`src/rtl/network_idle_monitor.sv`:
```
// network_idle_monitor
// Starts a dataflow network through per-actor triggers and watches for the
// whole network to go quiet. Every trigger has to acknowledge its start,
// and then the network has to stay quiet for QUIET_CYCLES cycles in a row.
// After that, network_idle is broadcast so the triggers can drain. The run
// completes once every trigger reports ap_idle.
module network_idle_monitor #(
    parameter int NUM_TRIGGERS = 4,
    parameter int NUM_FIFOS    = 4,
    parameter int QUIET_CYCLES = 8
) (
    input  logic                    ap_clk,
    input  logic                    ap_rst_n,
    input  logic                    ap_start,
    output logic                    ap_done,
    output logic                    ap_ready,
    output logic                    ap_idle,
    output logic [NUM_TRIGGERS-1:0] trigger_start,
    input  logic [NUM_TRIGGERS-1:0] trigger_idle,
    input  logic [NUM_TRIGGERS-1:0] trigger_sleeping,
    input  logic [NUM_FIFOS-1:0]    fifo_write,
    output logic                    network_idle,
    output logic [31:0]             run_cycles
);

    // The counter is wide enough to hold QUIET_CYCLES even though it only
    // reaches QUIET_CYCLES-1. This keeps QUIET_CYCLES=1 at a legal width.
    localparam int                 CNT_W    = $clog2(QUIET_CYCLES + 1);
    localparam logic [CNT_W-1:0]   CNT_LAST = CNT_W'(QUIET_CYCLES - 1);
    localparam logic [31:0]        RC_MAX   = 32'hFFFF_FFFF;

    typedef enum logic [2:0] {
        S_IDLE    = 3'd0,
        S_RUN     = 3'd1,
        S_QUIESCE = 3'd2,
        S_DRAIN   = 3'd3,
        S_DONE    = 3'd4
    } state_t;

    state_t                  r_state;
    logic [NUM_TRIGGERS-1:0] r_pending;
    logic [CNT_W-1:0]        r_quiet_cnt;
    logic [31:0]             r_run_cycles;
    logic                    r_ap_done;
    logic                    r_ap_idle;
    logic                    r_network_idle;

    logic w_quiet;
    logic w_launch;
    logic w_counting;

    // Quiet means: every actor is asleep, no token moved this cycle, and no
    // trigger is still waiting to see its start.
    assign w_quiet    = (&trigger_sleeping) & ~(|fifo_write) & ~(|r_pending);
    assign w_launch   = (r_state == S_IDLE) & ap_start;
    assign w_counting = (r_state == S_RUN) | (r_state == S_QUIESCE) |
                        (r_state == S_DRAIN);

    // Run-control FSM. The status outputs are registered alongside the state
    // so that no input can reach them combinationally.
    always_ff @(posedge ap_clk or negedge ap_rst_n) begin
        if (!ap_rst_n) begin
            r_state        <= S_IDLE;
            r_quiet_cnt    <= '0;
            r_ap_done      <= 1'b0;
            r_ap_idle      <= 1'b1;
            r_network_idle <= 1'b0;
        end else begin
            case (r_state)
                S_IDLE: begin
                    if (ap_start) begin
                        r_state   <= S_RUN;
                        r_ap_idle <= 1'b0;
                    end
                end
                S_RUN: begin
                    if (w_quiet) begin
                        r_state     <= S_QUIESCE;
                        r_quiet_cnt <= '0;
                    end
                end
                S_QUIESCE: begin
                    // Any activity, including activity on the terminal
                    // count, restarts the wait from RUN.
                    if (!w_quiet) begin
                        r_state     <= S_RUN;
                        r_quiet_cnt <= '0;
                    end else if (r_quiet_cnt == CNT_LAST) begin
                        r_state        <= S_DRAIN;
                        r_network_idle <= 1'b1;
                    end else begin
                        r_quiet_cnt <= r_quiet_cnt + CNT_W'(1);
                    end
                end
                S_DRAIN: begin
                    if (&trigger_idle) begin
                        r_state        <= S_DONE;
                        r_network_idle <= 1'b0;
                        r_ap_done      <= 1'b1;
                    end
                end
                S_DONE: begin
                    r_state   <= S_IDLE;
                    r_ap_done <= 1'b0;
                    r_ap_idle <= 1'b1;
                end
                default: begin
                    r_state        <= S_IDLE;
                    r_quiet_cnt    <= '0;
                    r_ap_done      <= 1'b0;
                    r_ap_idle      <= 1'b1;
                    r_network_idle <= 1'b0;
                end
            endcase
        end
    end

    // Pending starts: all bits are armed at launch. Each bit drops on its
    // own as soon as its trigger is seen leaving idle.
    always_ff @(posedge ap_clk or negedge ap_rst_n) begin
        if (!ap_rst_n) begin
            r_pending <= '0;
        end else if (w_launch) begin
            r_pending <= '1;
        end else begin
            r_pending <= r_pending & trigger_idle;
        end
    end

    // Run length counter. It saturates rather than wrapping, so a very long
    // run is never mistaken for a short one.
    always_ff @(posedge ap_clk or negedge ap_rst_n) begin
        if (!ap_rst_n) begin
            r_run_cycles <= '0;
        end else if (w_launch) begin
            r_run_cycles <= '0;
        end else if (w_counting && (r_run_cycles != RC_MAX)) begin
            r_run_cycles <= r_run_cycles + 32'd1;
        end
    end

    assign ap_done       = r_ap_done;
    assign ap_ready      = r_ap_done;
    assign ap_idle       = r_ap_idle;
    assign network_idle  = r_network_idle;
    assign trigger_start = r_pending;
    assign run_cycles    = r_run_cycles;

endmodule

```
`config.mk`:
```
export PLATFORM = sky130hd
export DESIGN_NAME = network_idle_monitor
export DESIGN_NICKNAME = d
export VERILOG_FILES = /design/src/rtl/network_idle_monitor.sv
export SDC_FILE = /design/constraint.sdc
export NUM_CORES = 1
export LEC_CHECK = 0
export CAP_MARGIN = 30
export CORE_ASPECT_RATIO = 0.7
export CORE_MARGIN = 4
export CORE_UTILIZATION = 50
export CTS_BUF_LIST = sky130_fd_sc_hd__clkbuf_16
export DETAILED_ROUTE_END_ITERATION = 10
export HOLD_SLACK_MARGIN = 0.12
export PLACE_DENSITY = 0.9
export SETUP_SLACK_MARGIN = 0.4
export SLEW_MARGIN = 20
export SYNTH_ARGS = -nofsm -noshare
export SYNTH_HDL_FRONTEND = slang
export SYNTH_SLANG_ARGS = --single-unit
```
`constraint.sdc`:
```
create_clock -name ap_clk -period 2.84 [get_ports ap_clk]
set_input_delay 0.568 -clock ap_clk [delete_from_list [all_inputs] [get_ports ap_clk]]
set_output_delay 0.568 -clock ap_clk [all_outputs]
set_load 0.05 [all_outputs]
```
==> impl_metrics.tcl <==
set metrics [dict create \
    status "finished, final reports clean" \
    timing.critical_path.arrival_ns 2.56 \
    dr.first_iter.drc_count 181 \
    timing.critical_path.slowest_cell_delay_ns 0.60 \
    hpwl_mm 4.66 \
    clock-sinks 46 \
    layout_common_cells "sky130_fd_sc_hd__clkdlybuf4s50_1, sky130_fd_sc_hd__dfrtp_1, sky130_fd_sc_hd__nand2_1, sky130_fd_sc_hd__nand3_1, sky130_fd_sc_hd__o21ai_0" \
    setup.worst_path.start_class "input pin" \
    diodes 0 \
    grt-ovfl-total 0 \
    r2r_start "run_cycles[1]" \
    postSynthRegisterBits 46 \
    grt_pass1_wl_mm 10.6 \
    first_global_vias 2207 \
    startpoint "trigger_sleeping[3]" \
    placementRows 21 \
    p_leak_nw 1.34 \
    die_width_um 92.4 \
    edff_count_synth 0 \
    tightestPinTransition_ns 0.834 \
    cts-root-buf "sky130_fd_sc_hd__clkbuf_16" \
    antenna_violations_before_repair 0 \
    finish.net_count 338 \
    worst_skew_pair.late_latency_ns 0.29 \
    cp_endpoint_kind "flop" \
    report.final.slew_viol_count 0 \
    number_of_buffers_on_the_longest_clock_path 2 \
    timing.max_slew.rel_slack_pct 44.4 \
    synthesis.instances 266 \
    r2r-end "run_cycles[22]" \
    synthesis.area_per_instance_sq_um 9.37 \
    groute.usage.overall_pct 21.5 \
    drive_gt1_share_pct 14.0 \
    grt_start_max_net_pins 38 \
    timing.critical_path.fanout_max 4 \
    worstPathRequired_ns 3.01 \
    holdBufCountCts 0 \
    layout-area-overhead-vs-synth_pct 33.0 \
    htree_num_levels 2 \
    setup_violations 0 \
    drc 0 \
    yosysSeqAreaShare_pct 46.2 \
    hold_viol 0 \
    start_util_pct 51.8 \
    peakVddDrop_uv 618 \
    cts_tree "built" \
    cp_slowest_cell "sky130_fd_sc_hd__or4b_2" \
    post_synth_instance_area_sq_um 2490 \
    detailroute.via_count 2400 \
    postSynthNetCount 283 \
    worst_r2r_path_depth 7 \
    io_buffers 54 \
    hold_class "input pin to async pin" \
    worstSetupPathType "input pin to flop" \
    max_cap_viol_count 0 \
    drt-total-wl_mm 6.50 \
    cts_setup_buffers 0 \
    ys_flop_type "sky130_fd_sc_hd__dfrtp_1" \
    minimum_setup_slack_among_reg_to_reg_paths_ns 0.54 \
    netlist-cell-type-count 53 \
    final.setup.tns_ns 0 \
    ys_async_sr_fraction_pct 100 \
    rsz0062_at_grt "true" \
    layout_worst_path_cycle_share_pct 84.4 \
    routedWlPerCell_um 16.6 \
    synth.yosys.warnings 0 \
    layout.cells.most_common "sky130_fd_sc_hd__clkdlybuf4s50_1" \
    place_congestion 0.873 \
    io_pins 55 \
    p_total_mw 2.63 \
    fp.dieArea_sq_um 6200 \
    die_h_um 67.1 \
    worstPathCellList "clkdlybuf4s50_1 -> or4b_2 -> nor3_2 -> a221o_1 -> o21ai_1 -> mux2_2" \
    power_per_cell_area_nw_per_um2 794 \
    postRouteAntennaNets 0 \
    clkTransAtPathRegs_ns 0.06 \
    fmax_mhz 417 \
    post-route-min-period_ns 2.40 \
    drt_first_pass_iters 7 \
    worst_clock_skew_ns 0.00763 \
    via_count_normalized_by_instance_count 6.14 \
    numCtsBuffers 5 \
    floorplan.core_area_sq_um 4810 \
]
-- worst max-delay path: cells and delay by family --
family | cells | cell delay, ns
mux | 1 | 0.27
simple gates | 2 | 0.90
buf+inv | 1 | 0.45
compound gates | 2 | 0.37
-- report_power, final --
part	switching [mW]	leakage (nW)	internal [mW]
logic	0.656	0.654	0.342
clock network	0.240	0.0812	0.412
registers	0.191	0.601	0.792
total	1.09	1.34	1.55
-- cells by family (layout without fill, tap and decap cells) --
group	after synthesis	count (layout)	share of synthesized area [%]
AND/OR/NAND/NOR	127	127	28.9
AO/OA/AOI/OAI	62	62	16.6
flip-flops	46	46	46.2
buffers and inverters	20	76	3.77
multiplexers	6	6	2.46
XOR/XNOR	3	3	1.05
adder cells (fa/ha/maj)	2	2	1.00
-- through the flow --
step                worst slack, ns  instances  utilization [%]  hold WS [ns]  cell area [sq um]
global placement             0.0926        383             65.3         0.476               3140
floorplan                     0.401        266                -         0.272               2530
global route                  0.394        391             69.0         0.458               3320
finish                        0.443        391             69.0         0.385               3320
CTS                           0.424        391             68.9         0.420               3310
detailed placement         -0.00803        383             65.3         0.482               3140
-- synth_stat cells, types with 2 or more instances --
cell	number	share of area, %
sky130_fd_sc_hd__o31ai_1	4	1.2
sky130_fd_sc_hd__and3_1	3	0.75
sky130_fd_sc_hd__or4_4	2	0.90
sky130_fd_sc_hd__and4_1	4	1.4
sky130_fd_sc_hd__nand3b_1	3	0.90
sky130_fd_sc_hd__or4b_2	2	0.80
sky130_fd_sc_hd__or4_1	4	1.2
sky130_fd_sc_hd__buf_1	2	0.30
sky130_fd_sc_hd__o21a_1	2	0.60
sky130_fd_sc_hd__a221o_1	2	0.80
sky130_fd_sc_hd__nand3_1	20	4.0
sky130_fd_sc_hd__buf_4	3	0.90
sky130_fd_sc_hd__nor2_1	13	2.0
sky130_fd_sc_hd__nor2b_1	3	0.75
sky130_fd_sc_hd__mux2i_1	5	2.0
sky130_fd_sc_hd__ha_1	2	1.0
sky130_fd_sc_hd__dfrtp_1	45	45
sky130_fd_sc_hd__nand2_1	29	4.4
sky130_fd_sc_hd__clkbuf_1	7	1.1
sky130_fd_sc_hd__a21oi_1	17	3.4
sky130_fd_sc_hd__o21ai_0	20	4.0
sky130_fd_sc_hd__nand4_1	10	2.5
sky130_fd_sc_hd__nand2b_1	2	0.50
sky130_fd_sc_hd__xnor2_1	2	0.70
sky130_fd_sc_hd__nor4_1	6	1.5
sky130_fd_sc_hd__nor3_1	7	1.4
sky130_fd_sc_hd__inv_1	7	1.1
sky130_fd_sc_hd__or3_1	11	2.8
sky130_fd_sc_hd__o211ai_1	4	1.2
sky130_fd_sc_hd__a211o_1	2	0.70
-- worst max-delay path by stage --
stage	to	slack, ns	cells after the start
after floorplan	run_cycles[28]	0.40	7
after global placement	r_quiet_cnt[0]	0.09	6
after detailed placement	r_quiet_cnt[0]	-0.008	6
after CTS	r_quiet_cnt[0]	0.42	6
after global routing	r_quiet_cnt[0]	0.39	6
final	r_quiet_cnt[0]	0.44	6
-- layout make-up --
class / instances / area (sq um)
Clock buffer: 5 / 125
Inverter: 7 / 26.3
Fill cell: 362 / 1490
Multi-Input combinational cell: 200 / 1280
Sequential cell: 46 / 1170
Clock inverter: 3 / 41.3
Tap cell: 69 / 86.3
Timing Repair Buffer: 61 / 588
-- repair_timing --
item,in CTS,in global routing
pin swaps,0,1
hold endpoints to repair,0,0
endpoints found under the setup margin,4,6
resized for setup,1,2
-- sequential cells by signal, summed over array words and instances, names as in the netlist --
| name | cells |
|---|---|
| network_idle | 1 |
| r_state | 3 |
| r_quiet_cnt | 4 |
| run_cycles | 32 |
| trigger_start | 4 |
| ap_idle | 1 |
| ap_done | 1 |
-- routing by layer --
layer	global-route usage, %	vias to the layer above	routed length (um)
li1	-	1109	-
met1	28.7	1175	2850
met2	35.4	108	3100
met3	5.42	8	478
met4	5.00	0	60
met5	0	-	0
Power figures use the tool's default switching activity.
